--- config.mk ---
export PLATFORM = sky130hd
export DESIGN_NAME = kernel_load_ctrl
export DESIGN_NICKNAME = d
export VERILOG_FILES = /design/src/rtl/kernel_load_ctrl_pkg.sv /design/src/rtl/kernel_bank_tracker.sv /design/src/rtl/kernel_load_ctrl.sv
export SDC_FILE = /design/constraint.sdc
export NUM_CORES = 1
export LEC_CHECK = 0
export CAP_MARGIN = 20
export CORE_AREA = 5 5 133 135
export CTS_CLUSTER_SIZE = 24
export DETAILED_ROUTE_END_ITERATION = 10
export DIE_AREA = 0 0 138 140
export PLACE_DENSITY = 0.6
export SLEW_MARGIN = 20
export SYNTH_ARGS = -nofsm -noshare
export SYNTH_HDL_FRONTEND = slang
export SYNTH_SLANG_ARGS = --single-unit
export TNS_END_PERCENT = 1
--- constraint.sdc ---
create_clock -name clk -period 2.74 [get_ports clk]
set_input_delay 0.548 -clock clk [delete_from_list [all_inputs] [get_ports clk]]
set_output_delay 0.548 -clock clk [all_outputs]
set_load 0.01 [all_outputs]
--- src/rtl/kernel_load_ctrl_pkg.sv ---
// Shared types and constants for the kernel load controller.
// Holds the FSM state encoding and the ping-pong bank count.
package kernel_load_ctrl_pkg;

    localparam int BANKS = 2;

    typedef logic [0:0] state_t;

    localparam state_t ST_IDLE = 1'b0;
    localparam state_t ST_LOAD = 1'b1;

endpackage

--- src/rtl/kernel_bank_tracker.sv ---
// Ping-pong bank bookkeeping: which bank is being written, which is read,
// and which banks currently hold a complete kernel.
// Ports:
//   clk, rst    : clock, synchronous active-high reset
//   load_done   : a load into wr_bank terminated this cycle
//   k_release   : datapath releases rd_bank (ignored when k_valid=0)
//   wr_bank     : bank the loader writes next
//   rd_bank     : bank the datapath reads
//   bank_valid  : per-bank complete-kernel flags
//   k_valid     : bank_valid[rd_bank]
module kernel_bank_tracker
    import kernel_load_ctrl_pkg::*;
(
    input  logic             clk,
    input  logic             rst,
    input  logic             load_done,
    input  logic             k_release,
    output logic             wr_bank,
    output logic             rd_bank,
    output logic [BANKS-1:0] bank_valid,
    output logic             k_valid
);

    logic             release_ok;
    logic [BANKS-1:0] bank_valid_nxt;

    assign k_valid    = bank_valid[rd_bank];
    assign release_ok = k_release & k_valid;

    // A load into wr_bank and a release of rd_bank can coincide; they
    // never target the same bank because a bank is only loaded while empty.
    always_comb begin
        bank_valid_nxt = bank_valid;
        if (load_done) begin
            bank_valid_nxt[wr_bank] = 1'b1;
        end
        if (release_ok) begin
            bank_valid_nxt[rd_bank] = 1'b0;
        end
    end

    always_ff @(posedge clk) begin
        if (rst) begin
            bank_valid <= '0;
            wr_bank    <= 1'b0;
            rd_bank    <= 1'b0;
        end else begin
            bank_valid <= bank_valid_nxt;
            if (load_done) begin
                wr_bank <= ~wr_bank;
            end
            if (release_ok) begin
                rd_bank <= ~rd_bank;
            end
        end
    end

endmodule

--- src/rtl/kernel_load_ctrl.sv ---
// Loads kernel/bias beats from a stream into two ping-pong kernel_buffer
// banks and hands complete banks to the datapath.
// Ports:
//   clk, rst   : clock, synchronous active-high reset
//   s_valid/s_ready/s_data/s_last : input kernel stream
//   buff_data  : broadcast write data (= s_data)
//   buff_en    : one-hot word strobe, bit b*N_WORDS+i = bank b word i
//   k_valid    : rd_bank holds a complete kernel
//   rd_bank    : bank the datapath reads
//   k_release  : datapath done with rd_bank
//   err_len    : sticky, a load ended with s_last misplaced
module kernel_load_ctrl
    import kernel_load_ctrl_pkg::*;
#(
    parameter int DATA_WIDTH = 16,
    parameter int UNITS      = 10,
    parameter int N_WORDS    = 10
) (
    input  logic                        clk,
    input  logic                        rst,
    input  logic                        s_valid,
    output logic                        s_ready,
    input  logic [DATA_WIDTH*UNITS-1:0] s_data,
    input  logic                        s_last,
    output logic [DATA_WIDTH*UNITS-1:0] buff_data,
    output logic [2*N_WORDS-1:0]        buff_en,
    output logic                        k_valid,
    output logic                        rd_bank,
    input  logic                        k_release,
    output logic                        err_len
);

    localparam int CW = $clog2(N_WORDS);

    state_t           state;
    logic [CW-1:0]    word_cnt;
    logic             wr_bank;
    logic [BANKS-1:0] bank_valid;
    logic             hs;
    logic             last_word;
    logic             load_done;

    assign s_ready   = (state == ST_LOAD);
    assign hs        = s_valid & s_ready;
    assign last_word = (word_cnt == CW'(N_WORDS - 1));
    // Whichever comes first ends the load: s_last or a full bank.
    assign load_done = hs & (s_last | last_word);
    assign buff_data = s_data;

    always_ff @(posedge clk) begin
        if (rst) begin
            state    <= ST_IDLE;
            word_cnt <= '0;
            err_len  <= 1'b0;
        end else begin
            case (state)
                ST_IDLE: begin
                    if (!bank_valid[wr_bank]) begin
                        state    <= ST_LOAD;
                        word_cnt <= '0;
                    end
                end
                ST_LOAD: begin
                    if (load_done) begin
                        state <= ST_IDLE;
                    end else if (hs) begin
                        word_cnt <= word_cnt + 1'b1;
                    end
                end
                default: state <= ST_IDLE;
            endcase
            // Early s_last and missing s_last both flag a length error.
            if (load_done && (s_last != last_word)) begin
                err_len <= 1'b1;
            end
        end
    end

    always_comb begin
        buff_en = '0;
        for (int b = 0; b < BANKS; b++) begin
            for (int i = 0; i < N_WORDS; i++) begin
                buff_en[b*N_WORDS+i] = hs
                    && (wr_bank == 1'(b))
                    && (word_cnt == CW'(i));
            end
        end
    end

    kernel_bank_tracker u_tracker (
        .clk        (clk),
        .rst        (rst),
        .load_done  (load_done),
        .k_release  (k_release),
        .wr_bank    (wr_bank),
        .rd_bank    (rd_bank),
        .bank_valid (bank_valid),
        .k_valid    (k_valid)
    );

endmodule

# ---- After elaboration in Yosys (flattened, before gate mapping)
# Index checks and enable logic that the tools add are counted.
dict set report totals {
  wordCells 78
  out_inout_bits 184
  ff_bits 10
  in_bits 165
}
dict set report op_classes {
  reduce_logical 27
  bitwise 10
  n_mux 17
  n_addsub 1
  n_eq_ne 13
  magnitude_cmp 4
}
# operator count
set ops {}
lappend ops {{1-bit logical AND} 25}
lappend ops {{4-bit by 3-bit equality test with 1-bit output, second input constant} 4}
lappend ops {{4-bit two-way mux} 3}
lappend ops {{4-bit by 2-bit equality test with 1-bit output, second input constant} 2}
lappend ops {{4-bit equality test, second input constant} 2}
lappend ops {{1-bit two-way mux} 8}
lappend ops {{4-bit one-hot mux with 2 select lines} 1}
lappend ops {{4-bit by 1-bit adder with 4-bit output, second input constant} 1}
lappend ops {{4-bit by 1-bit equality test with 1-bit output, second input constant} 1}
lappend ops {{4-bit zero test} 1}
lappend ops {{1-bit by 2-bit less-than comparator with 1-bit output, second input constant} 2}
lappend ops {{2-bit two-way mux} 2}
lappend ops {{2-bit != test, second input constant} 2}
lappend ops {{1-bit bitwise AND} 3}
lappend ops {{1-bit NOT} 3}
lappend ops {{3-bit AND reduction} 1}
lappend ops {{2-bit bitwise AND} 1}
lappend ops {{1-bit demux with 1-bit select} 2}
lappend ops {{1-bit greater-or-equal comparator, second input constant} 2}
lappend ops {{2-bit by 1-bit != test with 1-bit output, second input constant} 1}
lappend ops {{2-bit NOT} 1}
lappend ops {{2-bit bitwise OR} 1}
lappend ops {{1-bit one-hot mux with 2 select lines} 1}
lappend ops {{1-bit != test} 1}
lappend ops {{1-bit bitwise OR} 1}

# ---- Longest topological paths before layout
dict set report depth {
  word_depth 8
  mapped_depth 7
  mapped_depth_nobuf 7
}

# ---- Cells and area by module
# Synthesis repeated with hierarchy kept, for this count alone.
dict set report unflattened {
  hier_cells 249
  area_unflattened_um2 1936.9
}
# mod instances seq_area_each_um2 cells_each area_per_inst_um2
set by_module_without_submodules {}
lappend by_module_without_submodules {kernel_load_ctrl 1 120.1 234 1773.0}
lappend by_module_without_submodules {kernel_bank_tracker 1 80.1 15 163.9}

# ---- Worst setup path before layout
# OpenSTA, ideal clock, no wires.
dict set report synth_path {
  path_kind {input to output}
  from {input s_valid}
  to {output buff_en[0]}
  t_required_ps 2192
  arrival_ps 1125
  n_path_buf 0
  path_slack_ps 1067
  stages 3
  cell_sequence {nand2_2 nor4_1 and2_1}
}
dict set report synth_via {
  elab_chain_cells 3
}
# item line_no
set synth_rtl {}
lappend synth_rtl {{start, declared} kernel_load_ctrl.sv:21} ;# input logic s_valid,
lappend synth_rtl {{1-bit bitwise AND} kernel_load_ctrl.sv:44} ;# assign hs = s_valid & s_ready;
lappend synth_rtl {{1-bit logical AND} kernel_load_ctrl.sv:84} ;# && (wr_bank == 1'(b))
lappend synth_rtl {{1-bit logical AND} kernel_load_ctrl.sv:85} ;# && (word_cnt == CW'(i));
lappend synth_rtl {{end, declared} kernel_load_ctrl.sv:26} ;# output logic [2*N_WORDS-1:0] buff_en,
# Every way passes these cells.

# ---- Final worst setup path
dict set report layout_path {
  from {input s_valid}
  to {output buff_en[2]}
}
# The elaborated chain is that of the path after synthesis.

==> key figures <==
Timing
  – Fin Setup TNS: 0 ns
  – Max Slew Vio Count: 0
  – RSZ-0062 raised after global routing: no
  – Worst-Margin Slew: 0.420 ns
  – Tmin final: between 2 and 3 ns
  – Final setup violation count: 0
  – Final Hold Viols: 0
  – Final setup margin: 0.0943 ns
  – Period utilisation layout: 0.966
  – Fmax: between 300 and 400 MHz
  – Worst Skew: 0.000419 ns
  – Relative slew slack: 0.719

Worst setup path
  – Crit start category: input pin
  – Crit Path Category: input pin to output pin
  – Crit-path max cell delay: about 0.53 ns
  – Flop2flop setup slack: 0.72 ns
  – Slowest CP cell: clkdlybuf4s50_1
  – CP max FO: 5
  – Crit path arrival time: 2.10 ns
  – Crit-path cells: dlygate4sd2_1 -> nand2_2 -> nor4_2 -> buf_4 -> and2_1 -> clkdlybuf4s50_1
  – Crit. End Element: output pin
  – Worst EP required: 2.19 ns
  – Worst setup path start: s_valid
  – Cells on worst reg2reg path: 7
  – RR Startpoint: word_cnt[1]
  – Critical R2R Capture: word_cnt[3]

Pwr
  – Peak VDD IR: 0.160 mV
  – Pleak: 0.424 nW
  – Power density cells: about 370 mW/mm²
  – Sw Ratio: 0.216
  – Reg power frac: 0.307
  – Psw: 0.000111 W
  – Gate power share: 0.133
  – Clock network fraction of design power: 0.560
  – P_int: 0.000403 W

Synth
  – Syn nets: 418
  – Main synth FF type: dfxtp_1
  – Most frequent cell after synthesis: buf_4
  – Sequential fraction of the synthesis area: 0.104
  – Asr flop ratio synth: 0
  – Area contributors post-synth: buf_4 (63%), dfxtp_1 (10%), and2_1 (4.6%)
  – Distinct cells, synth: 33
  – Post-synth top area share: 0.626
  – Post-synth EDFFs: 0
  – Most area-hungry cell type in the Yosys netlist: buf_4
  – Synth warn: 0
  – Number of synthesized register bits: 10
  – Mapped Cells: 248
  – Syn avg cell area: 7.74 µm²
  – Post-Syn Area: 0.00192 mm²
  – Synth cell count leaders: buf_4 (160), and2_1 (14), dfxtp_1 (10), nor2_1 (6)

Global route
  – Wire length of the first global-routing pass: between 8 and 9 mm
  – GRT overflow: 0
  – Global router's overall resource usage: 0.0603
  – Largest net degree at the start of global routing: 14
  – Initial antenna violation count: 2
  – Vias in the first global route: between 1,000 and 1,500

Routing
  – Post-DRT Antenna Nets: 0
  – Iter 0 DRT Violations: 88
  – DRC Markers: 0
  – DR vias/cell: 3.05
  – Final wirelength: 6.23 mm
  – DR pass1 iterations: 4
  – DR WL/cell: 18.3 µm
  – Via Count: 1,039

Die
  – Area of the core: 0.0163 mm²
  – Initial Util: 0.117
  – Die H: 140 µm
  – Die area: slightly below 0.02 mm²
  – # rows: 47
  – Die width: 138 µm
  – I/O pin count: 349

Clock tree
  – H-tree depth: 1
  – Clock-pin slew on the worst setup and hold paths: 0.04 ns
  – CTS tree: built
  – CTS Buf Count: 3
  – Clock tree root driver cell: clkbuf_16
  – Hold_buf cts: 0
  – Setup bufs post-CTS: 0
  – CTS Sinks: 10
  – Post_cts resized: 4
  – Maximum clock path buffer count: 2
  – Clk Latency, worst-skew pair: around 0.24 ns

Min path
  – Worst min path class: register to register
  – Hold wc startpoint: err_len
  – Endpoint of the worst hold path: err_len
  – Hold path depth: 2

Placed design
  – Post-DP HPWL: 5.31 mm
  – GP Congestion: approximately 0.67
  – Pre-CTS WS: -0.270 ns
  – Number of I/O port buffers: 28

Run
  – MaxCap Viol Count: 0

Layout
  – Net count, final: 292
  – Area Overhead vs Synth: -27.1%
  – Fill cells: 1,937
  – Share of post-route cells with drive strength above 1: 0.165
  – Ant diodes: 0

Run status
  – Status: completed
[area by class of cell]
cell class	count	area, µm²	share of cell area
Clock buffer	4	88.8	0.0635
Inverter	5	18.8	0.0134
Sequential cell	10	200	0.143
Timing Repair Buffer	33	317	0.226
Multi-Input combinational cell	69	499	0.357
Tap cell	220	275	0.197
[how the worst max path moves through the flow]
stage / to / slack (ns) / cells after the start
floorplan: buff_en[0] / 1.07 / 3
global placement: buff_en[1] / -0.31 / 6
detailed placement: buff_en[2] / -0.27 / 6
CTS: buff_en[16] / 0.08 / 5
global route: buff_en[6] / 0.02 / 5
finish: buff_en[2] / 0.09 / 6
[per-layer routing]
| metal | part of all wire | GRT usage | wire length [µm] | vias up |
|---|---|---|---|---|
| met4 | 0.11 | 0.0650 | 685 | 4 |
| li1 | - | - | - | 381 |
| met2 | 0.38 | 0.0761 | 2350 | 164 |
| met3 | 0.28 | 0.0818 | 1770 | 76 |
| met1 | 0.23 | 0.0380 | 1410 | 414 |
| met5 | 0.0022 | 0 | 14 | - |
[flip-flops by register name, summed over array words and instances (netlist names)]
signal                flops
err_len                   1
s_ready                   1
u_tracker.bank_valid      2
u_tracker.rd_bank         1
u_tracker.wr_bank         1
word_cnt                  4
[cells by family (layout without fill, tap and decap cells)]
| logic type | Yosys count | count (layout) | synth area share |
|---|---|---|---|
| buffers and inverters | 169 | 42 | 0.645 |
| and+or+nand+nor | 44 | 44 | 0.141 |
| AOI/OAI and AO/OA | 18 | 18 | 0.0652 |
| DFF | 10 | 10 | 0.104 |
| adders and majority gates | 5 | 5 | 0.0326 |
| muxes | 2 | 2 | 0.0117 |
[power by group through the flow]
stage | Sequential [W] | Combinational (W) | Clock [W]
final | 0.000158 | 0.0000685 | 0.000288
after global routing | 0.000159 | 0.0000753 | 0.000305
after CTS | 0.000158 | 0.0000691 | 0.000292
after detailed placement | 0.000160 | 0.0000681 | 0
after global placement | 0.000160 | 0.0000664 | 0
after floorplan | 0.000159 | 0.000273 | 0
[cells in the final DEF (no fill, tap or decap), types with 2 or more instances in the layout]
master and count:
clkdlybuf4s50_1 27, and2_1 13, dfxtp_1 10, nor2_1 6, nand2_1 5, inv_1 5, ha_1 5, buf_4 5
a21oi_1 4, nor3_1 3, nand3_1 3, clkbuf_16 3, and4bb_2 2, mux2_2 2, o21ai_0 2, a41oi_1 2
a311oi_1 2, o21a_1 2, o211ai_1 2
[worst max-delay path: cells and delay by family]
family                 cells  cell delay, ns
buffers and inverters      3            1.02
AND/OR/NAND/NOR            3            0.52
[metrics by stage]
stage | area (µm²) | hold slack [ns] | cells | utilization | power [W]
2_1_floorplan | 1920 | 0.487 | 248 | - | 0.000432
3_3_place_gp | 1290 | 0.490 | 337 | 0.0791 | 0.000226
3_5_place_dp | 1290 | 0.505 | 337 | 0.0791 | 0.000228
4_1_cts | 1400 | 0.519 | 341 | 0.0856 | 0.000519
5_1_grt | 1400 | 0.578 | 341 | 0.0856 | 0.000539
6_report | 1400 | 0.494 | 341 | 0.0856 | 0.000514
Note: power is estimated with default switching activity, not from simulation.
